`config.mk`:
```
export PLATFORM = sky130hd
export DESIGN_NAME = neuromorphic_x1_cmd_seq
export DESIGN_NICKNAME = d
export VERILOG_FILES = /design/src/rtl/neuromorphic_x1_cmd_seq_pkg.sv /design/src/rtl/neuromorphic_x1_cmd_seq.sv
export SDC_FILE = /design/constraint.sdc
export NUM_CORES = 1
export LEC_CHECK = 0
export CAP_MARGIN = 5
export CORE_ASPECT_RATIO = 0.6
export CORE_MARGIN = 8
export CORE_UTILIZATION = 45
export DETAILED_ROUTE_END_ITERATION = 10
export PLACE_DENSITY = 0.85
export SLEW_MARGIN = 20
export SYNTH_ARGS = -nofsm -noshare
export SYNTH_HDL_FRONTEND = slang
export SYNTH_SLANG_ARGS = --single-unit
```
`constraint.sdc`:
```
create_clock -name wb_clk_i -period 5.2 [get_ports wb_clk_i]
set_input_delay 1.04 -clock wb_clk_i [delete_from_list [all_inputs] [get_ports wb_clk_i]]
set_output_delay 1.04 -clock wb_clk_i [all_outputs]
set_load 0.01 [all_outputs]
```
`src/rtl/neuromorphic_x1_cmd_seq_pkg.sv`:
```
// Shared definitions for the neuromorphic X1 command sequencer: command modes,
// the core's "no result yet" marker, FSM states and command-word packing.
package neuromorphic_x1_cmd_seq_pkg;

    localparam logic [1:0]  MODE_PROGRAM = 2'b11;
    localparam logic [1:0]  MODE_READ    = 2'b01;
    localparam logic [31:0] EMPTY_MARKER = 32'hDEAD_C0DE;

    typedef enum logic [2:0] {
        ST_IDLE,
        ST_WR_CMD,
        ST_GAP,
        ST_RD_REQ,
        ST_RSP
    } state_t;

    // READ commands never carry a data payload to the core.
    function automatic logic [31:0] pack_cmd(input logic       op,
                                             input logic [4:0] row,
                                             input logic [4:0] col,
                                             input logic [7:0] data);
        if (op)
            pack_cmd = {MODE_PROGRAM, row, col, 12'b0, data};
        else
            pack_cmd = {MODE_READ, row, col, 12'b0, 8'h00};
    endfunction

endpackage

```
`src/rtl/neuromorphic_x1_cmd_seq.sv`:
```
// Sequences PROGRAM/READ commands to the X1 core over Wishbone: writes the command
// word, then for READ polls the result address until a valid bit or a timeout.
module neuromorphic_x1_cmd_seq
    import neuromorphic_x1_cmd_seq_pkg::*;
#(
    parameter logic [31:0] ADDR_MATCH = 32'h3000_000C,
    parameter int unsigned POLL_GAP   = 8,
    parameter int unsigned MAX_POLLS  = 16
) (
    input  logic        wb_clk_i,
    input  logic        wb_rst_n,
    input  logic        cmd_valid,
    output logic        cmd_ready,
    input  logic        cmd_op,
    input  logic [4:0]  cmd_row,
    input  logic [4:0]  cmd_col,
    input  logic [7:0]  cmd_data,
    output logic        rsp_valid,
    input  logic        rsp_ready,
    output logic        rsp_bit,
    output logic        rsp_err,
    output logic        wbm_cyc_o,
    output logic        wbm_stb_o,
    output logic        wbm_we_o,
    output logic [3:0]  wbm_sel_o,
    output logic [31:0] wbm_adr_o,
    output logic [31:0] wbm_dat_o,
    input  logic [31:0] wbm_dat_i,
    input  logic        wbm_ack_i,
    output logic        busy
);

    localparam logic [7:0] GAP_LAST = 8'(POLL_GAP - 1);
    localparam logic [7:0] POLL_MAX = 8'(MAX_POLLS);

    state_t      state_q, state_d;
    logic        is_prog_q, is_prog_d;
    logic [7:0]  gap_cnt_q, gap_cnt_d;
    logic [7:0]  poll_cnt_q, poll_cnt_d;
    logic [7:0]  poll_next;
    logic        cmd_ready_q, cmd_ready_d;
    logic        cyc_q, cyc_d;
    logic        stb_q, stb_d;
    logic        we_q, we_d;
    logic [31:0] dat_q, dat_d;
    logic        rsp_valid_q, rsp_valid_d;
    logic        rsp_bit_q, rsp_bit_d;
    logic        rsp_err_q, rsp_err_d;

    assign poll_next = poll_cnt_q + 8'd1;

    always_comb begin
        state_d     = state_q;
        is_prog_d   = is_prog_q;
        gap_cnt_d   = gap_cnt_q;
        poll_cnt_d  = poll_cnt_q;
        cmd_ready_d = cmd_ready_q;
        cyc_d       = cyc_q;
        stb_d       = stb_q;
        we_d        = we_q;
        dat_d       = dat_q;
        rsp_valid_d = rsp_valid_q;
        rsp_bit_d   = rsp_bit_q;
        rsp_err_d   = rsp_err_q;

        case (state_q)
            ST_IDLE: begin
                if (cmd_valid && cmd_ready_q) begin
                    is_prog_d   = cmd_op;
                    dat_d       = pack_cmd(cmd_op, cmd_row, cmd_col, cmd_data);
                    cmd_ready_d = 1'b0;
                    cyc_d       = 1'b1;
                    stb_d       = 1'b1;
                    we_d        = 1'b1;
                    state_d     = ST_WR_CMD;
                end
            end
            ST_WR_CMD: begin
                if (wbm_ack_i) begin
                    cyc_d = 1'b0;
                    stb_d = 1'b0;
                    we_d  = 1'b0;
                    if (is_prog_q) begin
                        cmd_ready_d = 1'b1;
                        state_d     = ST_IDLE;
                    end else begin
                        poll_cnt_d = 8'd0;
                        gap_cnt_d  = 8'd0;
                        state_d    = ST_GAP;
                    end
                end
            end
            ST_GAP: begin
                // The cycle after an ack is the first idle cycle of the gap.
                if (gap_cnt_q == GAP_LAST) begin
                    cyc_d   = 1'b1;
                    stb_d   = 1'b1;
                    state_d = ST_RD_REQ;
                end else begin
                    gap_cnt_d = gap_cnt_q + 8'd1;
                end
            end
            ST_RD_REQ: begin
                if (wbm_ack_i) begin
                    cyc_d = 1'b0;
                    stb_d = 1'b0;
                    if (wbm_dat_i == EMPTY_MARKER) begin
                        if (poll_next == POLL_MAX) begin
                            rsp_valid_d = 1'b1;
                            rsp_bit_d   = 1'b0;
                            rsp_err_d   = 1'b1;
                            state_d     = ST_RSP;
                        end else begin
                            poll_cnt_d = poll_next;
                            gap_cnt_d  = 8'd0;
                            state_d    = ST_GAP;
                        end
                    end else begin
                        // Anything but a lone result bit is a malformed reply.
                        rsp_valid_d = 1'b1;
                        rsp_bit_d   = wbm_dat_i[0];
                        rsp_err_d   = (wbm_dat_i[31:1] != 31'd0);
                        state_d     = ST_RSP;
                    end
                end
            end
            ST_RSP: begin
                if (rsp_ready) begin
                    rsp_valid_d = 1'b0;
                    rsp_bit_d   = 1'b0;
                    rsp_err_d   = 1'b0;
                    cmd_ready_d = 1'b1;
                    state_d     = ST_IDLE;
                end
            end
            default: begin
                state_d = ST_IDLE;
            end
        endcase
    end

    always_ff @(posedge wb_clk_i) begin
        if (!wb_rst_n) begin
            state_q     <= ST_IDLE;
            is_prog_q   <= 1'b0;
            gap_cnt_q   <= 8'd0;
            poll_cnt_q  <= 8'd0;
            cmd_ready_q <= 1'b1;
            cyc_q       <= 1'b0;
            stb_q       <= 1'b0;
            we_q        <= 1'b0;
            dat_q       <= 32'd0;
            rsp_valid_q <= 1'b0;
            rsp_bit_q   <= 1'b0;
            rsp_err_q   <= 1'b0;
        end else begin
            state_q     <= state_d;
            is_prog_q   <= is_prog_d;
            gap_cnt_q   <= gap_cnt_d;
            poll_cnt_q  <= poll_cnt_d;
            cmd_ready_q <= cmd_ready_d;
            cyc_q       <= cyc_d;
            stb_q       <= stb_d;
            we_q        <= we_d;
            dat_q       <= dat_d;
            rsp_valid_q <= rsp_valid_d;
            rsp_bit_q   <= rsp_bit_d;
            rsp_err_q   <= rsp_err_d;
        end
    end

    assign cmd_ready = cmd_ready_q;
    assign rsp_valid = rsp_valid_q;
    assign rsp_bit   = rsp_bit_q;
    assign rsp_err   = rsp_err_q;
    assign wbm_cyc_o = cyc_q;
    assign wbm_stb_o = stb_q;
    assign wbm_we_o  = we_q;
    assign wbm_dat_o = dat_q;
    assign wbm_adr_o = ADDR_MATCH;
    assign wbm_sel_o = 4'hF;
    assign busy      = (state_q != ST_IDLE);

endmodule
```
* Word-level counts from Yosys, hierarchy flattened
Cells that the tools add are included.
Operators by class: reduce and logical (&&, ||, !) cells 19, add/sub/neg operators 2, eq/ne operators 19, mux-type cells 43
Operator list (count):
- $mux W8 | 9
- $eq A32 B32 Y1 const B | 1
- $mux W32 | 1
- $reduce_bool A31 Y1 | 1
- $pmux W8 S3 | 1
- $mux W3 | 7
- $ne A2 B2 Y1 const B | 10
- $add A8 B1 Y8 const B | 2
- $mux W1 | 16
- $pmux W8 S2 | 1
- $pmux W3 S5 | 1
- $reduce_bool A3 Y1 | 4
- $reduce_and A5 Y1 | 2
- $eq A8 B3 Y1 const B | 1
- $eq A8 B5 Y1 const B | 1
- $pmux W1 S2 | 4
- $reduce_and A4 Y1 | 2
- $reduce_and A7 Y1 | 1
- $eq A3 B2 Y1 const B | 2
- $pmux W1 S3 | 2
- $reduce_and A6 Y1 | 1
- $reduce_bool A2 Y1 | 3
- $eq A3 B1 Y1 const B | 1
- $eq A3 B3 Y1 const B | 1
- 8 further kinds | 8
Storage, ports and cells: output and inout port bits 76, input port bits 56, logic and storage cells 94, register bits 58

* Longest topological paths before layout
depth after elaboration 6, gate-level depth with buffers 7, depth with buffers taken out 6

* Worst setup path after synthesis
OpenSTA, ideal clock, no wires.
kind input to register, from input port wbm_dat_i[17], to register poll_cnt_q[1], path buffers 1, setup slack 2.802 ns, library setup time 0.072 ns, arrival time 2.326 ns, data required time 5.128 ns, cell stages on the path 6, cell sequence nor4_1 -> and3_1 -> o2111ai_2 -> buf_6 -> a21oi_4 -> mux2i_1
Between the ends: word-level cells in the longest chain between the ends 3
Ends and longest elaborated chain:
- from (decl) | RTL line neuromorphic_x1_cmd_seq.sv:28 | input logic [31:0] wbm_dat_i,
- $eq A32 B32 Y1 | RTL line neuromorphic_x1_cmd_seq.sv:107 | if (wbm_dat_i == EMPTY_MARKER) begin
- $ne A2 B2 Y1 (no line)
- $reduce_and A6 Y1 (no line)
- to (signal assigned) | RTL line neuromorphic_x1_cmd_seq.sv:160 | poll_cnt_q <= poll_cnt_d;
- to (decl) | RTL line neuromorphic_x1_cmd_seq.sv:39 | logic [7:0] poll_cnt_q, poll_cnt_d;
No other way between the ends. A chain may end at the register's enable or synchronous reset.

* Final worst setup path
from input port wbm_dat_i[25], to register poll_cnt_q[0]
Same word-level chain as after synthesis.

==> flow_metrics.py <==
metrics = {
    "run_status": {
        "status": "finished, final reports clean",
    },
    "critical_path": {
        "max_stage_delay_ns": 0.67,
        "r2r_start": "poll_cnt_q[0]",
        "worst_ep_required_time_ns": 5.43,
        "path_class": "input pin to register",
        "r2r_end": "poll_cnt_q[7]",
        "critical_path.cell_chain": "clkdlybuf4s50_1, nand4_1, nor4_2, o2111ai_2, or3_1, o22ai_2",
        "cp_max_fo": 13,
        "worstRegToRegCells": 5,
        "startpoint": "wbm_dat_i[25]",
        "end_kind": "register",
        "cp_data_arrival_time_ns": 3.37,
        "startpoint_type": "input pin",
        "cp_slowest_cell": "or3_1",
        "timing.reg2reg.setup_slack_ns": 3.00,
    },
    "hold_path": {
        "min_delay_path_depth": 2,
        "hold_path.class": "register to register",
        "holdPathEnd": "wbm_dat_o[6]",
        "min_from": "wbm_dat_o[6]",
    },
    "global_route": {
        "grt_usage": 0.162,
        "grt_overflow": 0,
        "antenna_found_initial": 0,
        "grt_max_degree": 48,
        "grt_first_pass_wirelength_um": 12600,
        "grt_pass1_vias": 2504,
    },
    "cells_and_area": {
        "multi_input_area_mm2": 0.00161,
        "drive_above_1_share": 0.0713,
        "final_cells": 491,
        "insertedDiodeCount": 0,
        "syn_to_final_growth_pct": 28.3,
        "final_nets": 464,
        "final.fill_count": 540,
        "register_area_um2": 901,
    },
    "cts": {
        "insertion_delay_ns": 0.30,
        "htree_levels": 2,
        "numCtsBuffers": 5,
        "cts_sinks": 45,
        "clk_pin_slew_ns": 0.09,
        "hold_buffers": 0,
        "cts_root_buf": "clkbuf_8",
        "cts_tree": "built",
        "cts_max_path_buffers": 2,
        "cts_resized": 0,
        "postCtsSetupRepairBufs": 0,
    },
    "yosys": {
        "yosys_register_bits": 45,
        "synthTopCellsByCount": "nand2_1, buf_4, dfxtp_1, nand3_1, a21boi_0",
        "async_reset_ff_frac": 0,
        "yosys.cell_count.top_type": "nand2_1",
        "ys_seq_area_frac": 0.321,
        "synth_cell_types": 54,
        "syn_area_per_cell_um2": 8.41,
        "ys.warnings.count": 0,
        "synthTopCellsByArea": "dfxtp_1, buf_4, nand2_1",
        "synth-edff-count": 0,
        "synth_area_mm2": 0.00281,
        "synth_top_area_frac": 0.321,
        "synthCells": 334,
        "synthFlopType": "dfxtp_1",
        "synth_top_area_cell": "dfxtp_1",
    },
    "power_and_ir_drop": {
        "power_density_mw_per_mm2": 246,
        "ir_worst_vdd_v": 0.000142,
        "p_leak_nw": 1.29,
    },
    "sta": {
        "setup_viol": 0,
        "relSlewSlack": 0.451,
        "tightestPinTransition_ns": 0.821,
        "rsz0062_at_grt": "no",
        "fin_crit_sh": 0.603,
        "slew_viol_final": 0,
        "finalSetupTns_ns": 0,
        "layout_min_cycle_time_ns": 3.14,
        "skew_ns": 0.00904,
        "hold_viol": 0,
        "max_freq_mhz": 319,
    },
    "detailed_routing": {
        "first_iter_violations": 254,
        "dr_total_vias": 2575,
        "firstDrtPassIters": 4,
        "drt_wl_total_um": 7710,
        "drc": 0,
        "wire_per_inst_um": 15.7,
        "ant_nets": 0,
        "viasPerCell": 5.24,
    },
    "placement": {
        "port_buffers": 83,
        "dp_hpwl_um": 6050,
        "gp_congestion": 0.881,
        "placed_cells": 483,
    },
    "die": {
        "core-area_mm2": 0.00608,
        "die_area_mm2": 0.00911,
        "ios": 132,
        "initial_utilization": 0.462,
        "die_w_um": 118,
        "std_cell_rows": 22,
        "die_h_um": 77.2,
    },
    "job": {
        "cap_violations": 0,
    },
}
[sequential cells by signal, summed over array words and instances (netlist names)]
register    count
poll_cnt_q      8
rsp_err         1
wbm_dat_o      20
state_q         3
cmd_ready       1
rsp_valid       1
wbm_we_o        1
rsp_bit         1
gap_cnt_q       8
wbm_stb_o       1
[metal layers]
layer / share of wire / vias up / routed length [um] / GRT usage
li1: - / 1261 / - / -
met4: 0.0069 / 0 / 53 / 0.0254
met2: 0.51 / 67 / 3950 / 0.293
met5: 0 / - / 0 / 0
met3: 0.040 / 8 / 306 / 0.0365
met1: 0.44 / 1239 / 3400 / 0.196
[stage by stage]
stage / utilization / total power [W] / setup WS (ns) / hold slack [ns] / cell area (um^2)
floorplan: - / 0.000531 / 2.80 / 0.447 / 2980
global placement: 0.571 / 0.000606 / 1.87 / 0.442 / 3470
detailed placement: 0.571 / 0.000612 / 1.77 / 0.455 / 3470
CTS: 0.591 / 0.000889 / 2.07 / 0.473 / 3590
global route: 0.593 / 0.000929 / 1.93 / 0.491 / 3600
finish: 0.593 / 0.000887 / 2.06 / 0.469 / 3600
[report_power, final]
part / switching (W) / total (W) / internal [W]
clock network: 0.000123 / 0.000279 / 0.000156
logic: 0.000115 / 0.000222 / 0.000107
registers: 0.0000195 / 0.000386 / 0.000367
[cell usage in the layout (no fill, tap or decap), types with 5 or more instances in the layout]
master / count
mux2i_1: 9
a21oi_1: 6
and3_1: 5
nor2_1: 6
nand4_1: 13
dfxtp_1: 45
nand2_1: 52
conb_1: 48
a21boi_0: 19
o221ai_2: 6
nand3_1: 23
clkbuf_8: 6
clkdlybuf4s50_1: 83
nand3b_1: 11
nor4_1: 10
[critical path: cells and delay by family]
family	cells	cell delay [ns]
simple gates	3	1.16
compound gates	2	0.65
buf+inv	1	0.51
[how the worst max path moves through the flow]
stage | slack, ns | cells past startpoint | endpoint
after global routing | 1.93 | 6 | poll_cnt_q[0]
after detailed placement | 1.77 | 6 | poll_cnt_q[0]
after CTS | 2.07 | 6 | gap_cnt_q[7]
after global placement | 1.87 | 6 | poll_cnt_q[0]
after floorplan | 2.80 | 6 | poll_cnt_q[1]
final | 2.06 | 6 | poll_cnt_q[0]
[cell families (layout without fill, tap and decap cells)]
family / after synthesis / after routing / share of synthesized area
fa+ha+maj: 2 / 2 / 0.00891
other cells: 2 / 48 / 0.00267
simple gates: 140 / 140 / 0.265
buf+inv: 71 / 98 / 0.170
flops: 45 / 45 / 0.321
mux: 10 / 10 / 0.0361
compound gates: 64 / 64 / 0.197
[layout make-up]
| cell class | count | area share |
|---|---|---|
| clock buffers | 6 | 0.0229 |
| clock inverters | 2 | 0.0104 |
| inverters | 5 | 0.00521 |
| multi-input cells | 264 | 0.448 |
| flip-flops and latches | 45 | 0.250 |
| well taps | 84 | 0.0292 |
| repair buffers | 85 | 0.235 |
(Power assumes the default switching activity.)
